$ cat src/rtl/muldiv_unit.sv
// Iterative MIPS32 multiply/divide unit owning the architectural HI/LO registers.
// One shift-add or restoring shift-subtract step per cycle; fixed 33-edge latency.
module muldiv_unit (
    input  logic        clock_i,
    input  logic        reset_i,
    input  logic        start_i,
    input  logic [1:0]  op_i,
    input  logic [31:0] operand_a_i,
    input  logic [31:0] operand_b_i,
    input  logic        hilo_we_i,
    input  logic        hilo_sel_i,
    input  logic [31:0] hilo_wdata_i,
    output logic        busy_o,
    output logic        done_o,
    output logic        div_by_zero_o,
    output logic [31:0] hi_out_o,
    output logic [31:0] lo_out_o
);

    typedef enum logic [1:0] {
        S_IDLE   = 2'd0,
        S_RUN    = 2'd1,
        S_FINISH = 2'd2
    } state_t;

    state_t      state_q;
    logic [5:0]  cnt_q;
    logic        is_div_q;
    logic        neg_lo_q;
    logic        neg_hi_q;
    logic        zero_div_q;
    logic [31:0] opnd_q;
    logic [31:0] raw_a_q;
    logic [63:0] acc_q;
    logic [31:0] hi_q;
    logic [31:0] lo_q;
    logic        busy_q;
    logic        done_q;
    logic        dbz_q;

    logic        sgn_op;
    logic [31:0] mag_a;
    logic [31:0] mag_b;
    logic [32:0] mul_sum;
    logic        div_ge;
    logic [31:0] div_diff;
    logic [63:0] acc_d;
    logic [63:0] prod_signed;
    logic [31:0] quo_signed;
    logic [31:0] rem_signed;
    logic [31:0] hi_d;
    logic [31:0] lo_d;

    function automatic logic [31:0] abs32(input logic [31:0] v, input logic sgn);
        return (sgn && v[31]) ? (32'd0 - v) : v;
    endfunction

    // Operand capture: signed ops (op[0]=0) work on magnitudes and fix the sign at the end.
    always_comb begin
        sgn_op = ~op_i[0];
        mag_a  = abs32(operand_a_i, sgn_op);
        mag_b  = abs32(operand_b_i, sgn_op);
    end

    // One iteration. Multiply: acc = {partial product, remaining multiplier bits}.
    // Divide: acc = {partial remainder, dividend bits shifting into quotient bits}.
    always_comb begin
        mul_sum  = {1'b0, acc_q[63:32]} + ({33{acc_q[0]}} & {1'b0, opnd_q});
        div_ge   = (acc_q[63:31] >= {1'b0, opnd_q});
        div_diff = acc_q[62:31] - opnd_q;
        acc_d    = acc_q;
        if (is_div_q) begin
            if (div_ge) begin
                acc_d = {div_diff, acc_q[30:0], 1'b1};
            end else begin
                acc_d = {acc_q[62:0], 1'b0};
            end
        end else begin
            acc_d = {mul_sum, acc_q[31:1]};
        end
    end

    // Final sign correction and divide-by-zero override applied in FINISH.
    always_comb begin
        prod_signed = neg_lo_q ? (64'd0 - acc_q) : acc_q;
        quo_signed  = neg_lo_q ? (32'd0 - acc_q[31:0]) : acc_q[31:0];
        rem_signed  = neg_hi_q ? (32'd0 - acc_q[63:32]) : acc_q[63:32];
        hi_d        = prod_signed[63:32];
        lo_d        = prod_signed[31:0];
        if (is_div_q) begin
            if (zero_div_q) begin
                hi_d = raw_a_q;
                lo_d = 32'hFFFF_FFFF;
            end else begin
                hi_d = rem_signed;
                lo_d = quo_signed;
            end
        end
    end

    always_ff @(posedge clock_i or posedge reset_i) begin
        if (reset_i) begin
            state_q    <= S_IDLE;
            cnt_q      <= 6'd0;
            is_div_q   <= 1'b0;
            neg_lo_q   <= 1'b0;
            neg_hi_q   <= 1'b0;
            zero_div_q <= 1'b0;
            opnd_q     <= 32'd0;
            raw_a_q    <= 32'd0;
            acc_q      <= 64'd0;
            hi_q       <= 32'd0;
            lo_q       <= 32'd0;
            busy_q     <= 1'b0;
            done_q     <= 1'b0;
            dbz_q      <= 1'b0;
        end else begin
            done_q <= 1'b0;
            dbz_q  <= 1'b0;
            case (state_q)
                S_IDLE: begin
                    if (hilo_we_i) begin
                        if (hilo_sel_i) begin
                            hi_q <= hilo_wdata_i;
                        end else begin
                            lo_q <= hilo_wdata_i;
                        end
                    end
                    if (start_i) begin
                        is_div_q   <= op_i[1];
                        neg_lo_q   <= sgn_op & (operand_a_i[31] ^ operand_b_i[31]);
                        neg_hi_q   <= op_i[1] ? (sgn_op & operand_a_i[31])
                                              : (sgn_op & (operand_a_i[31] ^ operand_b_i[31]));
                        zero_div_q <= op_i[1] && (operand_b_i == 32'd0);
                        raw_a_q    <= operand_a_i;
                        opnd_q     <= op_i[1] ? mag_b : mag_a;
                        acc_q      <= {32'd0, (op_i[1] ? mag_a : mag_b)};
                        cnt_q      <= 6'd0;
                        busy_q     <= 1'b1;
                        state_q    <= S_RUN;
                    end
                end
                S_RUN: begin
                    acc_q <= acc_d;
                    cnt_q <= cnt_q + 6'd1;
                    if (cnt_q == 6'd31) begin
                        state_q <= S_FINISH;
                    end
                end
                S_FINISH: begin
                    hi_q    <= hi_d;
                    lo_q    <= lo_d;
                    dbz_q   <= zero_div_q;
                    done_q  <= 1'b1;
                    busy_q  <= 1'b0;
                    state_q <= S_IDLE;
                end
                default: begin
                    state_q <= S_IDLE;
                    busy_q  <= 1'b0;
                end
            endcase
        end
    end

    assign busy_o        = busy_q;
    assign done_o        = done_q;
    assign div_by_zero_o = dbz_q;
    assign hi_out_o      = hi_q;
    assign lo_out_o      = lo_q;

endmodule

$ cat config.mk
export PLATFORM = sky130hd
export DESIGN_NAME = muldiv_unit
export DESIGN_NICKNAME = d
export VERILOG_FILES = /design/src/rtl/muldiv_unit.sv
export SDC_FILE = /design/constraint.sdc
export NUM_CORES = 1
export LEC_CHECK = 0
export BUFFER_PORTS_ARGS = -buffer_cell sky130_fd_sc_hd__buf_2
export CAP_MARGIN = 20
export CORE_MARGIN = 3
export CORE_UTILIZATION = 40
export CTS_CLUSTER_DIAMETER = 80
export CTS_CLUSTER_SIZE = 8
export DETAILED_ROUTE_END_ITERATION = 12
export GPL_TIMING_DRIVEN = 0
export MAX_ROUTING_LAYER = met4
export PLACE_DENSITY = 0.63
export SETUP_SLACK_MARGIN = 0.1
export SYNTH_ARGS = -nofsm -noshare
export SYNTH_HDL_FRONTEND = slang
export SYNTH_SLANG_ARGS = --single-unit
$ cat constraint.sdc
create_clock -name clock_i -period 8 [get_ports clock_i]
set_clock_uncertainty 0.1 [all_clocks]
set_input_delay 1.2 -clock clock_i [delete_from_list [all_inputs] [get_ports clock_i]]
set_output_delay 1.2 -clock clock_i [all_outputs]
set_load 0.05 [all_outputs]
### Word level (Yosys, flattened, before mapping)

Index checks and enable logic that the tools add are counted.

| storage, ports and cells | value |
|---|---|
| flip-flop bits (word level) | 207 |
| input bits | 103 |
| output and inout bits | 67 |
| logic and storage cells | 81 |

| cells by class | value |
|---|---|
| add/sub/neg operators | 8 |
| order comparisons | 1 |
| equality and inequality tests | 8 |
| multiplexer cells | 31 |
| bitwise gates (word level) | 6 |
| reductions and logical operators | 13 |

Operators with widths:

| operator | count |
|---|---|
| $mux 32 | 14 |
| $mux 64 | 4 |
| $pmux 32 s2 | 2 |
| $pmux 64 s2 | 1 |
| $sub 1x32->32 const A | 4 |
| $sub 1x64->64 const A | 1 |
| $add 32x33->33 | 1 |
| $and 33x32->33 | 1 |
| $ge 33x32->1 | 1 |
| $logic_not 32->1 | 1 |
| $sub 32x32->32 | 1 |
| $pmux 6 s2 | 1 |
| $ne 2x2->1 const B | 5 |
| $reduce_and 2->1 | 4 |
| $add 6x1->6 const B | 1 |
| $eq 6x5->1 const B | 1 |
| $mux 6 | 1 |
| $reduce_and 3->1 | 2 |
| $mux 1 | 4 |
| $mux 2 | 2 |
| $pmux 2 s2 | 1 |
| $reduce_bool 2->1 | 2 |
| $logic_and 1x1->1 | 3 |
| $and 1x1->1 | 2 |
| other kinds (6) | 7 |

### Depth between registers and ports, before layout

Gate-level depths: netlist of run 1.

| logic depth | value |
|---|---|
| depth after elaboration | 6 |
| gate-level depth with buffers | 15 |
| gate-level depth less buffers | 14 |

### Least setup slack after synthesis of run 1

No wires, ideal clock.

| path | value |
|---|---|
| path kind | input-to-reg |
| start point | in operand_b_i[9] |
| end point | reg acc_q[26] |
| setup time | 0.077 ns |
| arrival | 3.339 ns |
| required time | 7.823 ns |
| slack | 4.484 ns |
| stages on the path | 9 |
| buffers on the path | 0 |
| cells stage by stage | or4_1 > or4_1 > nand2b_1 > nor2_2 > a31oi_1 > xnor2_1 > and2_1 > o31a_1 > a21oi_1 |

| on the way | value |
|---|---|
| cells in the longest elaborated chain, start to end | 5 |

Ends and longest elaborated chain:

| what | RTL line | text |
|---|---|---|
| from (decl) | 9 | `input logic [31:0] operand_b_i,` |
| $sub 1x32->32 | 55 | `return (sgn && v[31]) ? (32'd0 - v) : v;` |
| $mux 32 | 55 |  |
| $mux 32 | 137 | `acc_q <= {32'd0, (op_i[1] ? mag_a : mag_b)};` |
| $mux 64 | 129 | `if (start_i) begin` |
| $pmux 64 s2 | 120 | `case (state_q)` |
| to (signal assigned) | 137 |  |
| to (decl) | 34 | `logic [63:0] acc_q;` |

No other way between the ends. The select of a mux whose other input is x is not followed.
A chain may end at the register's enable or synchronous reset.

### Final worst setup path of run 1

| path | value |
|---|---|
| start point | reg acc_q[0] |
| end point | reg acc_q[57] |

| on the way | value |
|---|---|
| cells in the longest elaborated chain, start to end | 4 |

Ends and longest elaborated chain:

| what | RTL line | text |
|---|---|---|
| $and 33x32->33 | 68 | `mul_sum = {1'b0, acc_q[63:32]} + ({33{acc_q[0]}} & {1'b0, opnd_q});` |
| $add 32x33->33 | 68 |  |
| $mux 64 | 72 | `if (is_div_q) begin` |
| $pmux 64 s2 | 120 |  |

No other way between the ends.

==> run_summary.xml, run 1 <==
<?xml version="1.0" encoding="UTF-8"?>
<metrics>
  <group name="floorplan">
    <metric name="die_area" unit="mm2">0.0453</metric>
    <metric name="floorplan.initialDensity" unit="%">40.6</metric>
    <metric name="design.portCount" unit="">170</metric>
    <metric name="dieWidth" unit="um">213</metric>
    <metric name="fp.coreArea" unit="mm2">0.0421</metric>
    <metric name="placementRows" unit="">75</metric>
    <metric name="die_h" unit="um">213</metric>
  </group>
  <group name="worst_setup_path">
    <metric name="cp.arrival" unit="ns">5.28</metric>
    <metric name="worst_setup_path_startpoint" unit="">acc_q[0]</metric>
    <metric name="critical_path_source_type" unit="">register</metric>
    <metric name="r2r_start" unit="">acc_q[0]</metric>
    <metric name="crit-reg2reg-capture" unit="">acc_q[57]</metric>
    <metric name="setup.worst_path.class" unit="">reg -&gt; reg</metric>
    <metric name="timing.reg2reg.setup_slack" unit="ns">3.06</metric>
    <metric name="critical_path.slowest_cell" unit="">sky130_fd_sc_hd__a2111oi_0</metric>
    <metric name="end_kind" unit="">register</metric>
    <metric name="r2r.worst_path.cells" unit="">14</metric>
    <metric name="critical_path.n_buffers_inverters" unit="">2</metric>
    <metric name="critical_path.max_fanout" unit="">10</metric>
    <metric name="critical_path.max_stage_delay" unit="ns">0.93</metric>
    <metric name="path_cells" unit="">inv_1 -&gt; clkbuf_1 -&gt; nor2_1 -&gt; ha_1 -&gt; nand2b_1 -&gt; a211o_1 -&gt; a31oi_1 -&gt; a2111oi_0 -&gt; nor2_1 -&gt; a41o_1 -&gt; a21boi_0 -&gt; o21ai_0 -&gt; xnor2_1 -&gt; o21ai_0</metric>
    <metric name="critical_path.top_delay_family" unit="">compound AO/OA/AOI/OAI gates</metric>
    <metric name="critical_path_required" unit="ns">8.34</metric>
  </group>
  <group name="drt">
    <metric name="vias" unit="">18414</metric>
    <metric name="antenna_violating_nets_post_route" unit="">0</metric>
    <metric name="postRouteWirelength" unit="mm">75.2</metric>
    <metric name="avgRoutedWirePerCell" unit="um">25.5</metric>
    <metric name="detailedRoute.firstIterationViolations" unit="">1916</metric>
    <metric name="vias_per_cell" unit="">6.23</metric>
    <metric name="drt_first_pass_iters" unit="">7</metric>
    <metric name="drc" unit="">0</metric>
  </group>
  <group name="placement">
    <metric name="place_hpwl" unit="mm">59.9</metric>
    <metric name="port-buffer-count" unit="">168</metric>
    <metric name="gp_routability_congestion" unit="">1.03</metric>
  </group>
  <group name="worst_hold_path">
    <metric name="holdPathStages" unit="">2</metric>
    <metric name="hold_end" unit="">raw_a_q[20]</metric>
    <metric name="type_of_the_most_critical_hold_path" unit="">reg -&gt; reg</metric>
    <metric name="hold_start" unit="">raw_a_q[20]</metric>
  </group>
  <group name="synth">
    <metric name="synth.net_count" unit="">2380</metric>
    <metric name="leading_area_contributor_after_synthesis" unit="">sky130_fd_sc_hd__dfrtp_1</metric>
    <metric name="ys.flop_type" unit="">sky130_fd_sc_hd__dfrtp_1</metric>
    <metric name="synth_cell_types" unit="">85</metric>
    <metric name="syn_inst" unit="">2206</metric>
    <metric name="yosys-top-cells-count" unit="">sky130_fd_sc_hd__nand2_1 (309), sky130_fd_sc_hd__o21ai_0 (213), sky130_fd_sc_hd__dfrtp_1 (207)</metric>
    <metric name="synth.avg_cell_area" unit="um2">7.76</metric>
    <metric name="postSynthRegisterBits" unit="">207</metric>
    <metric name="yosysMostFrequentCell" unit="">sky130_fd_sc_hd__nand2_1</metric>
    <metric name="edff_count_synth" unit="">0</metric>
    <metric name="synth_cell_area" unit="mm2">0.0171</metric>
    <metric name="synth-async-reset-ratio" unit="%">100</metric>
    <metric name="synth_sequential_area_ratio" unit="%">30.3</metric>
    <metric name="synth_top_area_share" unit="%">30.3</metric>
    <metric name="yosysWarningCount" unit="">0</metric>
    <metric name="synth.area.top_cells" unit="">sky130_fd_sc_hd__dfrtp_1 (30%), sky130_fd_sc_hd__nand2_1 (6.8%), sky130_fd_sc_hd__o21ai_0 (6.2%)</metric>
  </group>
  <group name="clock_network">
    <metric name="cts.path.max_buffers" unit="">3</metric>
    <metric name="cts_setup_buffers" unit="">0</metric>
    <metric name="cts_hold_repair.buffers" unit="">0</metric>
    <metric name="cts_root_buf" unit="">sky130_fd_sc_hd__clkbuf_16</metric>
    <metric name="postCtsResizedCells" unit="">0</metric>
    <metric name="cts_buffers" unit="">30</metric>
    <metric name="clkLatencyLatePin" unit="ns">0.60</metric>
    <metric name="clk_pin_slew" unit="ns">0.05</metric>
    <metric name="cts_htree_levels" unit="">1</metric>
    <metric name="cts_num_sinks" unit="">207</metric>
    <metric name="cts_tree" unit="">built</metric>
  </group>
  <group name="finish">
    <metric name="utilization" unit="%">46.3</metric>
    <metric name="layout-drive-gt1-share" unit="%">10.8</metric>
    <metric name="final_nets" unit="">2581</metric>
    <metric name="layout-area-overhead-vs-synth" unit="%">13.9</metric>
  </group>
  <group name="grt">
    <metric name="via_count_of_the_first_global_routing_pass" unit="">17452</metric>
    <metric name="grt_first_pass_wirelength" unit="mm">111</metric>
    <metric name="gr-usage-all-layers" unit="%">33.5</metric>
    <metric name="grt_start_max_net_pins" unit="">123</metric>
    <metric name="grt_remaining_overflow" unit="">0</metric>
    <metric name="grt_antenna_before_repair" unit="">2</metric>
  </group>
  <group name="sta">
    <metric name="final_max_slew_viol_count" unit="">0</metric>
    <metric name="worstMarginPinSlew" unit="ns">1.06</metric>
    <metric name="rsz0062_at_grt" unit="">no</metric>
    <metric name="finalWorstPathRequiredPeriod" unit="ns">4.94</metric>
    <metric name="final.setup.tns" unit="ns">0</metric>
    <metric name="worst_slew_margin_rel" unit="%">29.0</metric>
    <metric name="maxClockFrequency" unit="MHz">203</metric>
    <metric name="final-setup-viol-count" unit="">0</metric>
    <metric name="whs" unit="ns">0.370</metric>
    <metric name="final-hold-violation-count" unit="">0</metric>
    <metric name="layout_worst_path_cycle_share" unit="%">61.7</metric>
  </group>
  <group name="power_and_ir_drop">
    <metric name="power.leakage" unit="nW">8.41</metric>
    <metric name="design_power_total" unit="mW">8.03</metric>
    <metric name="max-vdd-ir-drop" unit="V">0.000223</metric>
    <metric name="p_per_area" unit="mW/mm2">412</metric>
  </group>
  <group name="outcome">
    <metric name="status" unit="">finished, final reports clean</metric>
  </group>
  <group name="flow_run">
    <metric name="maxCapViolCount" unit="">0</metric>
  </group>
</metrics>
==> how the worst max path moves through the flow <==
| stage | to | slack [ns] | cells past startpoint |
|---|---|---|---|
| floorplan | acc_q[0] | 1.05 | 1 |
| global placement | acc_q[47] | -1.66 | 2 |
| detailed placement | acc_q[57] | 3.22 | 14 |
| CTS | acc_q[57] | 3.18 | 14 |
| finish | acc_q[57] | 3.06 | 14 |
| global route | acc_q[63] | 2.82 | 14 |
==> power breakdown <==
group	internal, mW	total (mW)	switching [mW]
clock	0.680	1.19	0.507
combinational	1.77	4.90	3.13
sequential	1.42	1.94	0.524
==> cell usage in the layout (no fill, tap or decap), types with 6 or more instances in the layout <==
master	count
sky130_fd_sc_hd__a211oi_1	48
sky130_fd_sc_hd__a21o_1	34
sky130_fd_sc_hd__a21oi_1	195
sky130_fd_sc_hd__a221oi_1	6
sky130_fd_sc_hd__a22oi_1	34
sky130_fd_sc_hd__a31oi_1	26
sky130_fd_sc_hd__and2_1	11
sky130_fd_sc_hd__and3_1	15
sky130_fd_sc_hd__buf_1	11
sky130_fd_sc_hd__buf_2	179
sky130_fd_sc_hd__buf_6	8
sky130_fd_sc_hd__clkbuf_1	125
sky130_fd_sc_hd__clkbuf_16	30
sky130_fd_sc_hd__dfrtp_1	207
sky130_fd_sc_hd__ha_1	69
sky130_fd_sc_hd__inv_1	60
sky130_fd_sc_hd__mux2i_1	43
sky130_fd_sc_hd__nand2_1	309
sky130_fd_sc_hd__nand2b_1	20
sky130_fd_sc_hd__nand3_1	34
sky130_fd_sc_hd__nand4_1	15
sky130_fd_sc_hd__nor2_1	178
sky130_fd_sc_hd__nor2b_1	28
sky130_fd_sc_hd__nor3_1	28
sky130_fd_sc_hd__nor4_1	11
sky130_fd_sc_hd__o211ai_1	44
sky130_fd_sc_hd__o21a_1	11
sky130_fd_sc_hd__o21ai_0	213
sky130_fd_sc_hd__o21ai_1	21
sky130_fd_sc_hd__o21bai_1	6
sky130_fd_sc_hd__o22ai_1	44
sky130_fd_sc_hd__o31a_1	7
sky130_fd_sc_hd__o31ai_1	26
sky130_fd_sc_hd__o41ai_1	9
sky130_fd_sc_hd__or3_1	23
sky130_fd_sc_hd__or4_1	12
sky130_fd_sc_hd__xnor2_1	108
sky130_fd_sc_hd__xor2_1	58
==> final cells by class <==
cell class / count / area [um2]
diodes: 4 / 10.0
plain buffers: 159 / 693
clock buffers: 34 / 786
clock inverters: 2 / 35.0
fillers: 4274 / 22600
inverters: 61 / 236
multi-input cells: 1779 / 11000
flip-flops and latches: 207 / 5180
well taps: 539 / 674
repair buffers: 169 / 868
==> cell families after synthesis <==
family	after synthesis	share of synthesized area (%)
AO/OA/AOI/OAI	770	27.6
XOR/XNOR	166	8.50
adder cells (fa/ha/maj)	71	5.28
buffers and inverters	220	5.39
flip-flops	207	30.3
multiplexers	45	2.65
AND/OR/NAND/NOR	727	20.3
==> worst reg2reg max path, stage by stage (launching register included) <==
cell and delay, ns:
sky130_fd_sc_hd__dfrtp_1 0.53, sky130_fd_sc_hd__inv_1 0.35, sky130_fd_sc_hd__clkbuf_1 0.41, sky130_fd_sc_hd__nor2_1 0.08
sky130_fd_sc_hd__ha_1 0.33, sky130_fd_sc_hd__nand2b_1 0.16, sky130_fd_sc_hd__a211o_1 0.18, sky130_fd_sc_hd__a31oi_1 0.21
sky130_fd_sc_hd__a2111oi_0 0.93, sky130_fd_sc_hd__nor2_1 0.27, sky130_fd_sc_hd__a41o_1 0.37, sky130_fd_sc_hd__a21boi_0 0.34
sky130_fd_sc_hd__o21ai_0 0.21, sky130_fd_sc_hd__xnor2_1 0.22, sky130_fd_sc_hd__o21ai_0 0.10
==> through the flow <==
| step | cell area [um2] | worst slack, ns | cells |
|---|---|---|---|
| after floorplan | 17100 | 1.05 | 2206 |
| after global placement | 18600 | -1.66 | 2913 |
| after detailed placement | 18700 | 3.22 | 2914 |
| after CTS | 19500 | 3.18 | 2950 |
| after global routing | 19500 | 2.82 | 2952 |
| final | 19500 | 3.06 | 2954 |
==> flip-flops by register name, indices dropped and copies added (netlist names) <==
register,flops
neg_hi_q,1
acc_q,64
done_o,1
zero_div_q,1
hi_out_o,32
state_q,2
neg_lo_q,1
div_by_zero_o,1
cnt_q,6
lo_out_o,32
busy_o,1
is_div_q,1
raw_a_q,32
opnd_q,32
==> per-layer routing <==
layer  global-route usage, %  wire, um  vias to the layer above
li1                        -         -                     8357
met1                    44.6     32100                     8866
met2                    49.9     32100                      978
met3                    4.98      6630                      213
met4                    16.5      4440                        0
met5                       -         0                        -
(Power assumes the default switching activity.)
==> run 2, diff against run 1 <==
clock period = 4.65 ns   (was 8 ns; I/O delays follow)
==> run_summary.xml, run 2 (same netlist as run 1, synthesis figures left out) <==
<?xml version="1.0" encoding="UTF-8"?>
<metrics>
  <group name="outcome">
    <metric name="status" unit="">finished, final reports clean</metric>
  </group>
  <group name="sta">
    <metric name="layout_worst_path_cycle_share" unit="%">90.5</metric>
    <metric name="maxClockFrequency" unit="MHz">238</metric>
    <metric name="final_max_slew_viol_count" unit="">0</metric>
    <metric name="final-hold-violation-count" unit="">0</metric>
    <metric name="final.setup.tns" unit="ns">0</metric>
    <metric name="whs" unit="ns">0.0148</metric>
    <metric name="finalWorstPathRequiredPeriod" unit="ns">4.21</metric>
    <metric name="rsz0062_at_grt" unit="">no</metric>
    <metric name="final-setup-viol-count" unit="">0</metric>
    <metric name="worst_slew_margin_rel" unit="%">30.3</metric>
    <metric name="worstMarginPinSlew" unit="ns">1.04</metric>
  </group>
  <group name="worst_setup_path">
    <metric name="critical_path.max_fanout" unit="">11</metric>
    <metric name="setup.worst_path.class" unit="">reg -&gt; reg</metric>
    <metric name="cp.arrival" unit="ns">4.65</metric>
    <metric name="critical_path.slowest_cell" unit="">sky130_fd_sc_hd__dfrtp_1</metric>
    <metric name="critical_path_required" unit="ns">5.09</metric>
    <metric name="critical_path.n_buffers_inverters" unit="">1</metric>
    <metric name="end_kind" unit="">register</metric>
    <metric name="critical_path_source_type" unit="">register</metric>
    <metric name="critical_path.max_stage_delay" unit="ns">0.66</metric>
    <metric name="critical_path.top_delay_family" unit="">compound AO/OA/AOI/OAI gates</metric>
    <metric name="path_cells" unit="">ha_1 -&gt; inv_1 -&gt; fa_1 -&gt; nand2b_1 -&gt; a211o_1 -&gt; a31oi_2 -&gt; a2111oi_2 -&gt; o31ai_2 -&gt; a21oi_1 -&gt; o21ai_1 -&gt; a2111oi_0 -&gt; a221oi_1 -&gt; o31a_1</metric>
  </group>
  <group name="finish">
    <metric name="leading_cell_types_in_the_layout_fill_and_taps_excluded" unit="">sky130_fd_sc_hd__nand2_1 (309), sky130_fd_sc_hd__o21ai_0 (212), sky130_fd_sc_hd__dfrtp_1 (206)</metric>
    <metric name="layout-drive-gt1-share" unit="%">11.4</metric>
    <metric name="multiInputGateArea" unit="mm2">0.0110</metric>
    <metric name="fillerInstances" unit="">4259</metric>
    <metric name="max_flop_register" unit="">acc_q</metric>
    <metric name="final_nets" unit="">2588</metric>
    <metric name="largest_register_ff_count" unit="">64</metric>
    <metric name="area.sequential" unit="mm2">0.00518</metric>
    <metric name="layout_commonest_cell" unit="">sky130_fd_sc_hd__nand2_1</metric>
    <metric name="layout-area-overhead-vs-synth" unit="%">14.9</metric>
  </group>
  <group name="grt">
    <metric name="grt_start_max_net_pins" unit="">42</metric>
    <metric name="grt_first_pass_wirelength" unit="mm">113</metric>
    <metric name="grt_antenna_before_repair" unit="">2</metric>
    <metric name="gr-usage-all-layers" unit="%">34.2</metric>
    <metric name="grt_remaining_overflow" unit="">0</metric>
    <metric name="via_count_of_the_first_global_routing_pass" unit="">17560</metric>
  </group>
  <group name="floorplan">
    <metric name="design.portCount" unit="">170</metric>
    <metric name="placementRows" unit="">75</metric>
    <metric name="die_h" unit="um">213</metric>
    <metric name="die_area" unit="mm2">0.0453</metric>
    <metric name="fp.coreArea" unit="mm2">0.0421</metric>
    <metric name="floorplan.initialDensity" unit="%">40.6</metric>
    <metric name="dieWidth" unit="um">213</metric>
  </group>
  <group name="clock_network">
    <metric name="cts_buffers" unit="">31</metric>
    <metric name="cts_tree" unit="">built</metric>
    <metric name="cts_htree_levels" unit="">1</metric>
    <metric name="cts.path.max_buffers" unit="">3</metric>
    <metric name="cts_root_buf" unit="">sky130_fd_sc_hd__clkbuf_16</metric>
    <metric name="clk_pin_slew" unit="ns">0.05</metric>
    <metric name="cts_num_sinks" unit="">207</metric>
    <metric name="clkLatencyLatePin" unit="ns">0.60</metric>
  </group>
  <group name="drt">
    <metric name="postRouteWirelength" unit="mm">76.8</metric>
    <metric name="detailedRoute.firstIterationViolations" unit="">1898</metric>
    <metric name="drc" unit="">0</metric>
    <metric name="avgRoutedWirePerCell" unit="um">25.9</metric>
    <metric name="antenna_violating_nets_post_route" unit="">0</metric>
    <metric name="vias" unit="">18275</metric>
    <metric name="drt_first_pass_iters" unit="">6</metric>
    <metric name="vias_per_cell" unit="">6.17</metric>
  </group>
  <group name="flow_run">
    <metric name="maxCapViolCount" unit="">0</metric>
  </group>
  <group name="placement">
    <metric name="port-buffer-count" unit="">168</metric>
    <metric name="place_hpwl" unit="mm">61.5</metric>
    <metric name="gp_routability_congestion" unit="">1.01</metric>
  </group>
  <group name="worst_hold_path">
    <metric name="type_of_the_most_critical_hold_path" unit="">in -&gt; async</metric>
  </group>
  <group name="power_and_ir_drop">
    <metric name="power.leakage" unit="nW">8.47</metric>
    <metric name="p_per_area" unit="mW/mm2">713</metric>
    <metric name="max-vdd-ir-drop" unit="V">0.000406</metric>
  </group>
</metrics>
## run 2: cell count changes in the layout (fill, tap and decap cells not counted), sizes merged
cell / change
inv: -1
clkinv: -1
clkbuf: +1
buf: +6
diode: +1
bufinv: +1
clkinvlp: +3
## run 2: through the flow
stage	utilization, %	power, mW	cells	area [um2]	worst slack, ns
final	46.6	14.0	2964	19600	0.441
after global routing	46.6	14.9	2961	19600	0.135
after CTS	46.5	13.8	2957	19600	0.213
after detailed placement	44.4	11.6	2918	18700	-0.384
after global placement	44.2	11.5	2913	18600	-0.413
after floorplan	-	9.08	2206	17100	1.17
## run 2: what timing repair did
item                                   4_1_cts  5_1_grt
setup endpoints to repair                    6        3
gates resized for setup                      7        5
endpoints found under the hold margin        0        0
hold buffers                                 0        0
setup buffers                                0        2
## run 2: final cells by class
type                    instances  share of cell area, %
flip-flops and latches        207                   26.4
clock buffers                  35                   4.08
multi-input cells            1779                   56.1
repair buffers                175                   4.87
plain buffers                 159                   3.54
inverters                      61                   1.20
clock inverters                 4                  0.318
well taps                     539                   3.43
diodes                          5                 0.0637
## run 2: power breakdown
part / total (mW) / switching, mW / internal [mW]
logic: 8.51 / 5.44 / 3.08
clock network: 2.14 / 0.888 / 1.25
registers: 3.35 / 0.906 / 2.44
## run 2: path summary, 6_finish.rpt
path | startpoint | to | slack (ns) | cells past startpoint
worst max-delay path | acc_q[32] | acc_q[63] | 0.44 | 13
worst min-delay path | reset_i | lo_out_o[4] | 0.01 | 2
worst max register to register | acc_q[32] | acc_q[63] | 0.44 | 13
worst min register to register | hi_out_o[6] | hi_out_o[6] | 0.37 | 2
max in group asynchronous | reset_i | acc_q[45] | 3.56 | 4
min in group clock_i | hilo_wdata_i[29] | hi_out_o[29] | 0.27 | 3
## run 2: routing by layer
metal | vias to the layer above | wire length [um] | share of wire (%) | track usage [%]
met5 | - | 0 | 0 | -
li1 | 8380 | - | - | -
met1 | 8817 | 32900 | 43 | 44.8
met4 | 0 | 4070 | 5.3 | 16.1
met2 | 891 | 33400 | 44 | 51.6
met3 | 187 | 6340 | 8.3 | 5.80
